## src/rtl/servo_frame_scheduler.sv

```systemverilog
// servo_frame_scheduler
// Multi-channel PPM-style servo pulse scheduler. One tick divider and one
// width timer are shared by all channels; channels fire back-to-back at the
// start of each fixed-length frame. Positions are written into shadow
// registers and copied atomically into the active set at each frame start.
module servo_frame_scheduler #(
    parameter int NUM_CH      = 4,
    parameter int TICK_DIV    = 39,
    parameter int MIN_TICKS   = 256,
    parameter int FRAME_TICKS = 5120
) (
    input  logic              clk,
    input  logic              rst_n,
    input  logic              enable,
    input  logic              wr_en,
    input  logic [2:0]        wr_ch,
    input  logic [7:0]        wr_data,
    output logic [NUM_CH-1:0] servo_out,
    output logic              frame_start,
    output logic [2:0]        active_ch,
    output logic              busy
);

    // Counter widths; the divider keeps at least one bit so TICK_DIV=1 works.
    localparam int DIV_W = (TICK_DIV > 1) ? $clog2(TICK_DIV) : 1;
    localparam int WID_W = $clog2(MIN_TICKS + 256);
    localparam int FRM_W = $clog2(FRAME_TICKS * TICK_DIV + 1);

    localparam logic [DIV_W-1:0] DIV_LAST = DIV_W'(TICK_DIV - 1);
    localparam logic [FRM_W-1:0] FRM_LAST = FRM_W'(FRAME_TICKS * TICK_DIV - 1);
    localparam logic [2:0]       LAST_CH  = 3'(NUM_CH - 1);

    localparam logic [1:0] S_IDLE  = 2'd0;
    localparam logic [1:0] S_LOAD  = 2'd1;
    localparam logic [1:0] S_PULSE = 2'd2;
    localparam logic [1:0] S_WAIT  = 2'd3;

    // All pulses must fit inside one frame, otherwise the schedule overruns.
    if ((NUM_CH < 1) || (NUM_CH > 8) || (TICK_DIV < 1) ||
        (NUM_CH * (MIN_TICKS + 255) >= FRAME_TICKS)) begin : g_bad_cfg
        $fatal(1, "servo_frame_scheduler: illegal parameter set");
    end

    logic [1:0]        state_q, state_d;
    logic [2:0]        ch_q, ch_d;
    logic [DIV_W-1:0]  div_q, div_d;
    logic [WID_W-1:0]  wid_q, wid_d;
    logic [FRM_W-1:0]  frm_q, frm_d;
    logic              load_en;

    logic [7:0]        shadow_q [NUM_CH];
    logic [7:0]        active_q [NUM_CH];

    logic [NUM_CH-1:0] servo_q, servo_d;
    logic              fs_q, fs_d;
    logic [2:0]        ach_q, ach_d;
    logic              busy_q, busy_d;

    logic [7:0]        cur_pos;
    logic [WID_W-1:0]  wid_last;
    logic              div_tc;
    logic              pulse_done;
    logic              frame_end;

    // Select the latched position of the channel currently being timed.
    always_comb begin
        cur_pos = '0;
        for (int i = 0; i < NUM_CH; i++) begin
            if (ch_q == 3'(i)) begin
                cur_pos = active_q[i];
            end
        end
    end

    assign wid_last   = WID_W'(MIN_TICKS) + WID_W'(cur_pos) - WID_W'(1);
    assign div_tc     = (div_q == DIV_LAST);
    assign pulse_done = div_tc && (wid_q == wid_last);
    assign frame_end  = (frm_q == FRM_LAST);

    // Sequencer next-state: frame counter value k-1 marks the k-th cycle of
    // the frame, the LOAD cycle being the first.
    always_comb begin
        state_d = state_q;
        ch_d    = ch_q;
        div_d   = div_q;
        wid_d   = wid_q;
        frm_d   = frm_q;
        load_en = 1'b0;
        case (state_q)
            S_IDLE: begin
                ch_d  = '0;
                div_d = '0;
                wid_d = '0;
                frm_d = '0;
                if (enable) begin
                    state_d = S_LOAD;
                end
            end
            S_LOAD: begin
                load_en = 1'b1;
                ch_d    = '0;
                div_d   = '0;
                wid_d   = '0;
                frm_d   = FRM_W'(1);
                state_d = S_PULSE;
            end
            S_PULSE: begin
                frm_d = frm_q + FRM_W'(1);
                if (div_tc) begin
                    div_d = '0;
                    wid_d = wid_q + WID_W'(1);
                end else begin
                    div_d = div_q + DIV_W'(1);
                end
                if (pulse_done) begin
                    wid_d = '0;
                    if (ch_q == LAST_CH) begin
                        ch_d = '0;
                        // With TICK_DIV=1 the last pulse may close the frame itself.
                        if (frame_end) begin
                            frm_d   = '0;
                            state_d = enable ? S_LOAD : S_IDLE;
                        end else begin
                            state_d = S_WAIT;
                        end
                    end else begin
                        ch_d = ch_q + 3'd1;
                    end
                end
            end
            S_WAIT: begin
                div_d = '0;
                wid_d = '0;
                frm_d = frm_q + FRM_W'(1);
                if (frame_end) begin
                    frm_d   = '0;
                    state_d = enable ? S_LOAD : S_IDLE;
                end
            end
            default: begin
                state_d = S_IDLE;
            end
        endcase
    end

    // Output decode from the next state so the pins come straight off flops.
    always_comb begin
        servo_d = '0;
        ach_d   = '0;
        if (state_d == S_PULSE) begin
            servo_d = NUM_CH'(1) << ch_d;
            ach_d   = ch_d;
        end
        fs_d   = (state_d == S_LOAD);
        busy_d = (state_d != S_IDLE);
    end

    // Sequencer state, shared counters and registered outputs.
    always_ff @(posedge clk or negedge rst_n) begin
        if (!rst_n) begin
            state_q <= S_IDLE;
            ch_q    <= '0;
            div_q   <= '0;
            wid_q   <= '0;
            frm_q   <= '0;
            servo_q <= '0;
            fs_q    <= 1'b0;
            ach_q   <= '0;
            busy_q  <= 1'b0;
        end else begin
            state_q <= state_d;
            ch_q    <= ch_d;
            div_q   <= div_d;
            wid_q   <= wid_d;
            frm_q   <= frm_d;
            servo_q <= servo_d;
            fs_q    <= fs_d;
            ach_q   <= ach_d;
            busy_q  <= busy_d;
        end
    end

    // Shadow positions; out-of-range channel indices match no register.
    always_ff @(posedge clk or negedge rst_n) begin
        if (!rst_n) begin
            for (int i = 0; i < NUM_CH; i++) begin
                shadow_q[i] <= '0;
            end
        end else if (wr_en) begin
            for (int i = 0; i < NUM_CH; i++) begin
                if (wr_ch == 3'(i)) begin
                    shadow_q[i] <= wr_data;
                end
            end
        end
    end

    // Active positions: snapshot of the pre-edge shadow set in LOAD.
    always_ff @(posedge clk or negedge rst_n) begin
        if (!rst_n) begin
            for (int i = 0; i < NUM_CH; i++) begin
                active_q[i] <= '0;
            end
        end else if (load_en) begin
            for (int i = 0; i < NUM_CH; i++) begin
                active_q[i] <= shadow_q[i];
            end
        end
    end

    assign servo_out   = servo_q;
    assign frame_start = fs_q;
    assign active_ch   = ach_q;
    assign busy        = busy_q;

endmodule

```

## config.mk

```make
export PLATFORM = sky130hd
export DESIGN_NAME = servo_frame_scheduler
export DESIGN_NICKNAME = d
export VERILOG_FILES = /design/src/rtl/servo_frame_scheduler.sv
export SDC_FILE = /design/constraint.sdc
export NUM_CORES = 1
export LEC_CHECK = 0
export CAP_MARGIN = 15
export CORE_MARGIN = 2
export CORE_UTILIZATION = 39
export CTS_BUF_LIST = sky130_fd_sc_hd__clkbuf_4 sky130_fd_sc_hd__clkbuf_8
export CTS_CLUSTER_SIZE = 25
export DETAILED_ROUTE_END_ITERATION = 12
export MAX_ROUTING_LAYER = met4
export SLEW_MARGIN = 40
export SYNTH_ARGS = -nofsm -noshare
export SYNTH_HDL_FRONTEND = slang
export SYNTH_SLANG_ARGS = --single-unit
```

## constraint.sdc

```tcl
create_clock -name clk -period 4.15 [get_ports clk]
set_clock_uncertainty 0.05 [all_clocks]
set_input_delay 0.415 -clock clk [delete_from_list [all_inputs] [get_ports clk]]
set_output_delay 0.415 -clock clk [all_outputs]
set_load 0.1 [all_outputs]
```

### After elaboration in Yosys (flattened, before gate mapping)

Cells that the tools add are included.
W data, S select, Z words.

* input port bits: 15
* register bits: 111

* mux-type cells: 26
* shifts and indexed selects: 1
* $add $sub $neg: 6
* equality and inequality tests: 15
* reduce and logical (&&, ||, !) cells: 11

Operators with widths (number)
* $pmux W18 S4: 1
* $mux W18: 3
* $mux W8: 4
* $add A18 B1 Y18 const B: 1
* $eq A18 B18 Y1 const B: 1
* $mux W9: 2
* $pmux W9 S2: 1
* $eq A3 B2 Y1 const B: 4
* $pmux W6 S2: 1
* $mux W2: 5
* $add A9 B1 Y9 const B: 1
* $add A9 B8 Y9 const A: 1
* $eq A9 B9 Y1: 1
* $mux W3: 3
* $sub A9 B1 Y9 const B: 1
* $pmux W2 S4: 1
* $reduce_and A2 Y1: 4
* $add A6 B1 Y6 const B: 1
* $eq A2 B2 Y1 const B: 3
* $eq A3 B1 Y1 const B: 2
* $eq A6 B6 Y1 const B: 1
* $logic_not A3 Y1: 2
* $mux W6: 1
* $pmux W3 S2: 1
* 11 further kinds: 13

### Longest topological paths before layout

Gate-level depths: netlist (run 1).

* word-level depth: 13
* mapped depth: 16
* gate-level depth less buffers: 14

### Least setup slack after synthesis (run 1)

OpenSTA, ideal clock, no wires.

* kind: register -> register
* start: reg ch_q[0]
* end: reg servo_q[2] (netlist: servo_out[2])
* data required time: 4.023 ns
* stages on the path, launching flop included: 16
* data arrival time: 3.251 ns
* slack: 0.772 ns
* period minus slack after synthesis: 3.378 ns
* cells stage by stage: dfrtp_1 inv_1 ha_1 buf_6 a211oi_1 a2111oi_2 inv_1 ha_1 inv_1 a211oi_1 a22oi_1 a311oi_4 o2111ai_4 nor3_2 mux2_2 a21oi_1

* cells in the longest elaborated chain, start to end: 13
* elaborated cells between the ends (all ways): 22
* classes of those cells: add/sub (3); eq/ne (5); shift (1); mux (11); reduce/logical (2)

RTL lines
* start: declaration: RTL line 45 `logic [2:0] ch_q, ch_d;`
* start signal: assignment: RTL line 172 `ch_q <= ch_d;`
* $logic_not A3 Y1: RTL line 69 `if (ch_q == 3'(i)) begin`
* $mux W8 (4 in a row): RTL line 69
* $add A9 B8 Y9: RTL line 75 `assign wid_last = WID_W'(MIN_TICKS) + WID_W'(cur_pos) - WID_W'(1);`
* $sub A9 B1 Y9: RTL line 75
* $eq A9 B9 Y1: RTL line 77 `assign pulse_done = div_tc && (wid_q == wid_last);`
* $logic_and A1 B1 Y1: RTL line 77
* $mux W2 or $mux W3 (tied branches): RTL line 115 `if (pulse_done) begin`
* $pmux W2 S4 or $pmux W3 S2 (tied branches): RTL line 89 `case (state_q)`
* $eq A2 B2 Y1 or $shl A1 B3 Y4 (tied branches): RTL line 150, 151
* $mux W4 (*): RTL line 150 `if (state_d == S_PULSE) begin`
* via servo_d[2]: RTL line 54 `logic [NUM_CH-1:0] servo_q, servo_d;`
* end signal: assignment: RTL line 176 `servo_q <= servo_d;`
* end: declaration: RTL line 54

Mark *: on every way through the listed nets, which the timed path passes. The rest lies on a longest branch.
A chain may end at the register's enable or synchronous reset.

### Worst setup path in the final report (run 1)

* start: reg ch_q[1]
* end: reg wid_q[6]

* cells in the longest elaborated chain, start to end: 11
* elaborated cells between the ends (all ways): 15
* classes of those cells: add/sub (2); eq/ne (5); mux (6); reduce/logical (2)

RTL lines
* $logic_not A3 Y1: RTL line 69
* $mux W8 (3 in a row): RTL line 69
* $mux W8 (*): RTL line 69
* $add A9 B8 Y9 (*): RTL line 75
* $sub A9 B1 Y9 (*): RTL line 75
* $eq A9 B9 Y1 (*): RTL line 77
* $logic_and A1 B1 Y1 (*): RTL line 77
* $mux W9: RTL line 115
* $pmux W9 S2: RTL line 89
* end signal: assignment: RTL line 174 `wid_q <= wid_d;`
* end: declaration: RTL line 47 `logic [WID_W-1:0] wid_q, wid_d;`

Mark *: on every way between the ends. The rest lies on a longest branch, timed or not.

==> key figures, run 1 <==
Global route
  • Vias in the first global route: 3602
  • Initial antenna violation count: 0
  • Overall routing resource usage: 16.4%
  • Grt total ovfl: 0
  • Maximum number of pins on one net before global-route repair: 55
  • Global-route wire length before repair: 18300 um

Clock tree
  • CTS buffer count: 9
  • Clock Latency Late Sink: 0.39 ns
  • CTS tree: done
  • Worst-path clk slew: 0.11 ns
  • CTS Sinks: 111
  • Post-CTS setup buffer count: 0
  • H-tree levels: 3
  • Root Driver: clkbuf_8
  • Post-CTS Resized: 0
  • Clk buf depth: 2

Route
  • Met1 Wirelength: 5280 um
  • Vias: 3726
  • Iter 0 DRT Violations: 225
  • Top Metal Used: met4
  • DR WL met3: 423 um
  • DRT Pass-1 Iters: 5
  • Wirelength per Cell: 14.5 um
  • Met2 Wirelength: 4850 um
  • DRT Wirelength: 10700 um
  • Post-DRT Antenna Nets: 0
  • Via-per-instance ratio: 5.04
  • DRC viols: 0

Synthesis
  • Number of flops mapped to enable cells by yosys: 0
  • Seq/Total Area, Yosys: 51.2%
  • Mapped Area: 0.00543 mm^2
  • Syn Inst Count: 531
  • Synth cell types: 59
  • Post-synth ARST share: 100%
  • Seq cells post-synth: 111
  • Warnings from Yosys: 0
  • Syn_nets: 555
  • Dominant synthesized flop cell: dfrtp_1
  • Synthesized area per cell: 10.2 um^2

STA
  • Peak Freq: 262 MHz
  • Post-layout min period: 3.82 ns
  • Fin Setup TNS: 0 ns
  • Fin. max-slew vios: 0
  • RSZ-0062 raised after global routing: false
  • Tcrit/Tclk final: 92.1%
  • Slew HR: 49.9%
  • # setup viols final: 0
  • Final Hold Viols: 0
  • Tightest Pin Transition: 0.750 ns

Critical path
  • Most frequent CP cell: inv_1
  • Crit. End Element: register
  • Crit-path max FO: 16
  • Slowest stage delay, CP: 0.50 ns
  • Highest-delay cell along the critical path: a2111oi_2
  • FF-to-FF path depth: 14
  • CP arrival: 4.05 ns
  • Critical-path cell list: inv_1 -> ha_1 -> a211oi_1 -> a2111oi_2 -> inv_1 -> ha_1 -> inv_1 -> a211oi_1 -> and2_1 -> a311oi_4 -> o2111ai_4 -> o211ai_2 -> nor2_1 -> a211o_1
  • CP required: 4.38 ns
  • Startpoint type of the worst setup path: register
  • WS Path Type: reg -> reg

Placement
  • Port Buf Inserts: 23
  • Routability congestion estimate: 0.882
  • Placed insts: 722
  • HPWL Detailed: 7690 um

Outcome
  • Status: finished, final reports clean

Floorplan
  • Core ar.: 0.0137 mm^2
  • Site Rows: 43
  • Die area: 0.0149 mm^2
  • Initial Util: 39.6%
  • Ports: 24
  • Die width: 122 um
  • Chip height: 122 um

Min path
  • Hold Path Class: in -> async

Power
  • Peak VDD IR: 0.261 mV
  • Total power: 0.00324 W
  • Leakage: 2.72 nW
  • Power Density: 536 mW/mm^2

Final layout
  • Share of cells above drive strength 1: 16.3%
  • Area delta synth->final: 11.4%
  • Fin cells: 739
  • Layout Nets: 578
  • Antenna Cells: 0

Flow run
  • Max Cap Viol: 0
==> cells in the final DEF, fill, tap and decap left out, types with 12 or more instances in the layout <==
cell             netlist  final
mux2_2                33     33
a21oi_1               16     16
inv_1                 16     16
xnor2_1               20     20
nand3_1               18     18
dfrtp_1              111    111
xor2_1                12     12
nor2_1                37     37
clkdlybuf4s50_1        0     13
nand2_1              112    112
==> logic make-up (layout without fill, tap and decap cells) <==
logic type                 Yosys count  count (layout)  synth area share [%]
adders and majority gates            9               9                  2.07
and+or+nand+nor                    243             243                  21.6
xor gates and xnor gates            32              32                  5.16
AOI/OAI and AO/OA                   61              61                  9.20
muxes                               37              37                  7.58
DFF                                111             111                  51.2
buffers and inverters               38              66                  3.18
==> critical path, delay by kind of cell (launching register included) <==
kind                       cells  cell delay (ns)
buffers and inverters          3             0.25
and+or+nand+nor                2             0.31
adders and majority gates      2             0.70
AOI/OAI and AO/OA              7             1.91
DFF                            1             0.47
==> flip-flops by register name (all words and copies together), names as in the netlist <==
name,flops
active_q,32
wid_q,9
active_ch,3
div_q,6
servo_out,4
ch_q,3
state_q,2
busy,1
frame_start,1
frm_q,18
shadow_q,32
==> report_power, final <==
group	internal [W]	leakage, nW	switching (W)
clock network	0.000305	0.106	0.000388
logic	0.000410	1.19	0.000597
registers	0.00135	1.43	0.000192
total	0.00207	2.72	0.00118
==> cell type report <==
cell class | instances | area [um^2]
well taps | 180 | 225
fillers | 1353 | 7670
clock buffers | 10 | 138
clock inverters | 6 | 80.1
repair buffers | 34 | 268
multi-input cells | 382 | 2500
flip-flops and latches | 111 | 2780
inverters | 16 | 60.1
==> final timing paths <==
kind,start,end,slack [ns]
setup / recovery,ch_q[1]$_DFF_PN0_,wid_q[6]$_DFFE_PN0P_,0.33
hold / removal,rst_n,frm_q[8]$_DFF_PN0_,0.40
setup reg to reg,ch_q[1]$_DFF_PN0_,wid_q[6]$_DFFE_PN0P_,0.33
hold reg to reg,shadow_q[21]$_DFFE_PN0P_,active_q[21]$_DFFE_PN0N_,0.41
max in group asynchronous,rst_n,active_q[18]$_DFFE_PN0N_,2.66
min in group clk,shadow_q[21]$_DFFE_PN0P_,active_q[21]$_DFFE_PN0N_,0.41
==> stage by stage <==
stage                     cell area, um^2  utilization (%)  hold slack, ns  setup WS [ns]
after CTS                            6050             44.1           0.401          0.325
after floorplan                      5430                -          0.0694          0.772
final                                6050             44.1           0.403          0.329
after global routing                 6050             44.1           0.410         0.0417
after detailed placement             5820             42.4           0.291          0.345
after global placement               5850             42.7           0.286          0.479
==> synth_stat cells (2+ instances only) <==
| cell type | number | area (um^2) |
|---|---|---|
| ha_1 | 9 | 113 |
| buf_6 | 2 | 22.5 |
| mux2_2 | 33 | 372 |
| and2_1 | 11 | 68.8 |
| a221oi_1 | 2 | 17.5 |
| nand2b_1 | 5 | 31.3 |
| nand4_1 | 6 | 37.5 |
| a21oi_1 | 16 | 80.1 |
| nor4bb_1 | 2 | 20.0 |
| o21ai_0 | 11 | 55.1 |
| a22o_1 | 2 | 17.5 |
| nand2_1 | 112 | 420 |
| nand3b_1 | 11 | 82.6 |
| mux2i_1 | 4 | 40.0 |
| nand3_1 | 18 | 90.1 |
| o22ai_1 | 2 | 12.5 |
| inv_1 | 16 | 60.1 |
| buf_4 | 3 | 22.5 |
| xor2_1 | 12 | 105 |
| nor2b_1 | 9 | 56.3 |
| dfrtp_1 | 111 | 2780 |
| a211oi_1 | 4 | 30.0 |
| a21oi_2 | 2 | 17.5 |
| and3_1 | 9 | 56.3 |
| a211o_1 | 3 | 26.3 |
| nor2_1 | 37 | 139 |
| xnor2_1 | 20 | 175 |
| o21ai_1 | 2 | 10.0 |
| nor3_1 | 10 | 50.1 |
| buf_2 | 3 | 15.0 |
| a2111oi_2 | 3 | 45.0 |
| clkbuf_1 | 14 | 52.6 |
==> routing by layer <==
metal	GRT usage (%)	vias up
met4	5.68	0
li1	-	1850
met3	3.89	12
met2	23.8	61
met1	22.5	1803
met5	-	-
==> what timing repair did <==
action,in CTS,in global routing
hold endpoints to repair,23,0
hold buffers,1,0
setup endpoints to repair,0,0
(Power assumes the default switching activity.)
==> run 2: changes to the inputs <==
--- a/config.mk
+++ b/config.mk
@@ -7,11 +7,12 @@
 export LEC_CHECK = 0
 export CAP_MARGIN = 15
 export CORE_MARGIN = 2
-export CORE_UTILIZATION = 39
+export CORE_UTILIZATION = 63
 export CTS_BUF_LIST = sky130_fd_sc_hd__clkbuf_4 sky130_fd_sc_hd__clkbuf_8
 export CTS_CLUSTER_SIZE = 25
 export DETAILED_ROUTE_END_ITERATION = 12
 export MAX_ROUTING_LAYER = met4
+export PLACE_DENSITY = 0.82
 export SLEW_MARGIN = 40
 export SYNTH_ARGS = -nofsm -noshare
 export SYNTH_HDL_FRONTEND = slang
==> run 2 against run 1 <==
Final cell count down 10%. Critical endpoint is now servo_out[2]$_DFF_PN0_. Critical path depth down 1. Utilization up 27 points. Clock power down 5.9%. Hold slack better by 0.024 ns. Combinational power about the same.
==> key figures, run 2 (synthesis results as in run 1) <==
Floorplan
  • Die width: 96.8 um
  • Chip height: 96.8 um
  • Site Rows: 33
  • Core ar.: 0.00830 mm^2
  • Initial Util: 65.4%
  • Ports: 24
  • Die area: 0.00937 mm^2

Clock tree
  • Root Driver: clkbuf_8
  • Post-CTS setup buffer count: 0
  • Clk buf depth: 2
  • CTS buffer count: 9
  • CTS Sinks: 111
  • H-tree levels: 3
  • Worst-path clk slew: 0.11 ns
  • CTS tree: done
  • Clock Latency Late Sink: 0.39 ns

Global route
  • Initial antenna violation count: 0
  • Overall routing resource usage: 24.5%
  • Maximum number of pins on one net before global-route repair: 61
  • Grt total ovfl: 0
  • Global-route wire length before repair: 18200 um
  • Vias in the first global route: 3805

STA
  • Peak Freq: 262 MHz
  • Fin Setup TNS: 0 ns
  • Slew HR: 51.9%
  • Fin. max-slew vios: 0
  • # setup viols final: 0
  • Tightest Pin Transition: 0.718 ns
  • RSZ-0062 raised after global routing: false
  • Post-layout min period: 3.81 ns
  • Setup slack after layout: 0.339 ns
  • Final Hold Viols: 0
  • Tcrit/Tclk final: 91.8%

Critical path
  • Slowest stage delay, CP: 0.55 ns
  • CP arrival: 4.07 ns
  • Startpoint type of the worst setup path: register
  • WS Path Type: reg -> reg
  • Crit-path max FO: 14
  • Crit. End Element: register
  • Highest-delay cell along the critical path: a2111oi_2
  • CP required: 4.41 ns
  • Critical-path cell list: ha_1 -> a211oi_1 -> a2111oi_2 -> inv_1 -> ha_1 -> inv_1 -> a211oi_2 -> and2_1 -> a311oi_4 -> o2111ai_4 -> nor3_2 -> mux2_2 -> a21oi_1

Placement
  • Port Buf Inserts: 23
  • Routability congestion estimate: 0.888
  • Place WS: 0.228 ns
  • HPWL Detailed: 7290 um
  • Dpl cell area: 0.00571 mm^2

Route
  • Wirelength per Cell: 15.7 um
  • DRC viols: 0
  • Vias: 3809
  • DRT Pass-1 Iters: 4
  • Post-DRT Antenna Nets: 0
  • DRT Wirelength: 10400 um
  • Via-per-instance ratio: 5.75
  • Iter 0 DRT Violations: 128

Final layout
  • Most frequent cells in the layout: nand2_1 (112), dfrtp_1 (111), nor2_1 (37)
  • Share of cells above drive strength 1: 16.5%
  • Area delta synth->final: 9.43%
  • Most common cell after layout, fill and taps aside: nand2_1
  • Largest registers: active_q (32), shadow_q (32), frm_q (18)
  • Layout Nets: 576
  • Final Core Density: 71.6%
  • Fin area: 0.00594 mm^2
  • Antenna Cells: 0

Power
  • Power Density: 541 mW/mm^2
  • Leakage: 2.71 nW
  • Peak VDD IR: 0.303 mV

Flow run
  • Max Cap Viol: 0

Outcome
  • Status: finished, final reports clean

Min path
  • Hold Path Class: reg -> reg
-- run 2: where the power goes --
part           internal (W)  total, W  switching, W
Clock              0.000251  0.000652      0.000401
Combinational      0.000404   0.00102      0.000612
Sequential          0.00135   0.00155      0.000195
-- run 2: area by class of cell --
type                            instances  area (um^2)
Tap cell                              105          131
Fill cell                             602         2360
Timing Repair Buffer                   32          256
Inverter                               16         60.1
Multi-Input combinational cell        382         2510
Sequential cell                       111         2780
Clock inverter                          6         62.6
Clock buffer                           10          138
-- run 2: final timing paths --
kind | startpoint | end | slack (ns) | cells past startpoint
min reg2reg | shadow_q[3]$_DFFE_PN0P_ | active_q[3]$_DFFE_PN0N_ | 0.43 | 2
max reg2reg | ch_q[1]$_DFF_PN0_ | servo_out[2]$_DFF_PN0_ | 0.34 | 13
max | ch_q[1]$_DFF_PN0_ | servo_out[2]$_DFF_PN0_ | 0.34 | 13
max in group asynchronous | rst_n | wid_q[0]$_DFFE_PN0P_ | 2.79 | 3
min in group asynchronous | rst_n | frm_q[8]$_DFF_PN0_ | 0.50 | 2
min | shadow_q[3]$_DFFE_PN0P_ | active_q[3]$_DFFE_PN0N_ | 0.43 | 2
-- run 2: worst max-delay path, delay by kind of cell (launching register included) --
| kind | cells | cell delay, ns |
|---|---|---|
| buf+inv | 2 | 0.18 |
| fa+ha+maj | 2 | 0.78 |
| compound gates | 6 | 1.34 |
| simple gates | 2 | 0.49 |
| mux | 1 | 0.39 |
| flops | 1 | 0.48 |
-- run 2: per-stage QoR --
stage / power [W] / std cells / hold WS (ns)
4_1_cts: 0.00321 / 661 / 0.0666
2_1_floorplan: 0.00231 / 531 / 0.0694
5_1_grt: 0.00342 / 662 / 0.445
3_5_place_dp: 0.00257 / 645 / 0.404
3_3_place_gp: 0.00251 / 645 / 0.396
6_report: 0.00321 / 662 / 0.427
-- run 2: routing by layer --
metal  vias to the layer above  GRT usage (%)  share of wire (%)
li1                       1848              -                  -
met1                      1867           32.1                 46
met2                        76           38.4                 49
met3                        18           4.99                3.7
met4                         0           8.45                1.6
met5                         -              -                  0
-- run 2: repair_timing --
item | 4_1_cts | 5_1_grt
endpoints found under the hold margin | 0 | 58
setup endpoints to repair | 0 | 12
resized for setup | 0 | 3
hold buffers | 0 | 1
==> run 3: changes to the inputs <==
==> constraint.sdc (replaced) <==
create_clock -name clk -period 4.15 [get_ports clk]
set_clock_uncertainty 0.05 [all_clocks]
set_input_delay 0.415 -clock clk [delete_from_list [all_inputs] [get_ports clk]]
set_output_delay 0.415 -clock clk [all_outputs]
set_load 0.01 [all_outputs]
==> run 3 against run 2 <==
Final cell count unchanged. Combinational power fell by 6%. Sequential cell count unchanged. Count of clock-buffer cells in the layout stayed put. Worst setup slack improved by 0.0037 ns. Die area unchanged. Global-route usage grew 0.23 points. Design area up 0.82%. Hold slack improved by 0.0029 ns. Critical path depth is 1 higher. Non-clock buffer count stayed put. Highest routed layer unchanged.
==> key figures, run 3 (synthesis results as in run 1) <==
Outcome
  • Status: finished, final reports clean

Power
  • Combinational share of power: 29.9%
  • Clock network power share: 21.8%
  • Cell internal pwr: 0.00206 W
  • Sw Share: 35.6%
  • Sequential power share: 48.3%
  • Power Density: 535 mW/mm^2
  • Total power: 0.00320 W
  • Leakage: 2.70 nW
  • Peak VDD IR: 0.295 mV
  • P_sw: 0.00114 W

Final layout
  • Fin area: 0.00599 mm^2
  • Register Area: 0.00278 mm^2
  • Antenna Cells: 0
  • Layout Nets: 576
  • Most common cell after layout, fill and taps aside: nand2_1
  • Share of cells above drive strength 1: 14.9%
  • Area delta synth->final: 10.3%
  • Largest registers: active_q (32), shadow_q (32), frm_q (18)
  • Most frequent cells in the layout: nand2_1 (112), dfrtp_1 (111), nor2_1 (37)
  • Area of the multi-input gates: 0.00250 mm^2
  • Filler Cells Inserted: 582

Critical path
  • CP arrival: 4.03 ns
  • Startpoint type of the worst setup path: register
  • Crit-path max FO: 16
  • Crit. End Element: register
  • CP required: 4.38 ns
  • WS Path Type: reg -> reg

Placement
  • Routability congestion estimate: 0.888
  • Place WS: 0.226 ns
  • HPWL Detailed: 7320 um
  • Dpl cell area: 0.00575 mm^2
  • Port Buf Inserts: 23

Clock tree
  • Clock Latency Late Sink: 0.39 ns
  • Post-CTS setup buffer count: 0
  • H-tree levels: 3
  • CTS tree: done
  • CTS buffer count: 9
  • Worst-path clk slew: 0.10 ns
  • Clk buf depth: 2
  • Root Driver: clkbuf_8
  • CTS Sinks: 111

Floorplan
  • Initial Util: 65.4%
  • Die area: 0.00937 mm^2
  • Ports: 24
  • Chip height: 96.8 um
  • Core ar.: 0.00830 mm^2
  • Die width: 96.8 um
  • Site Rows: 33

Route
  • DRT Pass-1 Iters: 4
  • DRC viols: 0
  • Wirelength per Cell: 15.7 um
  • Vias: 3790
  • Iter 0 DRT Violations: 144
  • Via-per-instance ratio: 5.73
  • DRT Wirelength: 10400 um
  • Post-DRT Antenna Nets: 0

STA
  • WHS: 0.430 ns
  • Final Hold Viols: 0
  • RSZ-0062 raised after global routing: false
  • Tightest Pin Transition: 0.690 ns
  • Post-layout min period: 3.81 ns
  • Peak Freq: 263 MHz
  • Fin Setup TNS: 0 ns
  • Setup slack after layout: 0.342 ns
  • Slew HR: 53.8%
  • Tcrit/Tclk final: 91.7%
  • # setup viols final: 0
  • Fin. max-slew vios: 0

Global route
  • Grt total ovfl: 0
  • Overall routing resource usage: 24.7%
  • Maximum number of pins on one net before global-route repair: 61
  • Global-route wire length before repair: 18400 um
  • Initial antenna violation count: 0
  • Vias in the first global route: 3897

Min path
  • Hold Path Class: reg -> reg

Flow run
  • Max Cap Viol: 0
## run 3: changes by cell type in the layout (fill, tap and decap cells not counted)
cell / delta
ha_2: +1
buf_2: -9
ha_1: -1
o211ai_2: +1
clkbuf_8: -1
a211oi_2: -1
a211oi_1: +1
inv_6: +1
bufinv_16: +1
clkdlybuf4s50_1: +9
o211ai_4: -1
clkbuf_4: +1
clkinv_4: -2
## run 3: worst max-delay path: stages, from the launching register on
cell and delay [ns]:
dfrtp_1 0.47, inv_1 0.12, ha_2 0.35, a211oi_1 0.14, a2111oi_2 0.58, inv_1 0.10, ha_1 0.24, inv_1 0.06
a211oi_1 0.06, and2_1 0.21, a311oi_4 0.29, o2111ai_4 0.22, o211ai_2 0.42, nor2_1 0.10, a211o_1 0.28
## run 3: cell type report
cell class              instances  share of cell area (%)
clock buffers                  10                    2.19
well taps                     105                    2.19
inverters                      16                    1.00
multi-input cells             382                    41.8
clock inverters                 6                    1.40
flip-flops and latches        111                    46.4
repair buffers                 32                    5.04
## run 3: layer usage
layer  global-route usage (%)  vias up  wire [um]
met5                        -        -          0
met4                     8.45        0        188
met3                     4.19       20        337
met2                     40.0       60       5140
met1                     31.9     1864       4750
li1                         -     1846          -
## run 3: what timing repair did
action                                  4_1_cts  5_1_grt
hold buffers                                  0        1
endpoints found under the setup margin        0       11
hold endpoints to repair                      0       51
gates resized for setup                       0        2
## run 3: power groups by stage
stage	sequential [W]	combinational (W)	clock [W]
global route	0.00158	0.00107	0.000749
floorplan	0.00149	0.000763	0
finish	0.00155	0.000957	0.000698
global placement	0.00155	0.000905	0
CTS	0.00155	0.000962	0.000708
detailed placement	0.00157	0.000953	0
## run 3: path summary, 6_finish.rpt
check | from | cells after the start | slack [ns] | end
setup / recovery | ch_q[1]$_DFF_PN0_ | 14 | 0.34 | wid_q[5]$_DFFE_PN0P_
hold / removal | active_q[4]$_DFFE_PN0N_ | 2 | 0.43 | active_q[4]$_DFFE_PN0N_
setup reg to reg | ch_q[1]$_DFF_PN0_ | 14 | 0.34 | wid_q[5]$_DFFE_PN0P_
hold reg to reg | active_q[4]$_DFFE_PN0N_ | 2 | 0.43 | active_q[4]$_DFFE_PN0N_
max in group asynchronous | rst_n | 3 | 2.79 | active_q[24]$_DFFE_PN0N_
min in group asynchronous | rst_n | 2 | 0.50 | frm_q[8]$_DFF_PN0_
## run 3: through the flow
| step | std cells | utilization [%] |
|---|---|---|
| 6_report | 662 | 72.2 |
| 5_1_grt | 662 | 72.2 |
| 4_1_cts | 661 | 71.9 |
| 3_5_place_dp | 645 | 69.3 |
| 3_3_place_gp | 645 | 69.2 |
| 2_1_floorplan | 531 | - |
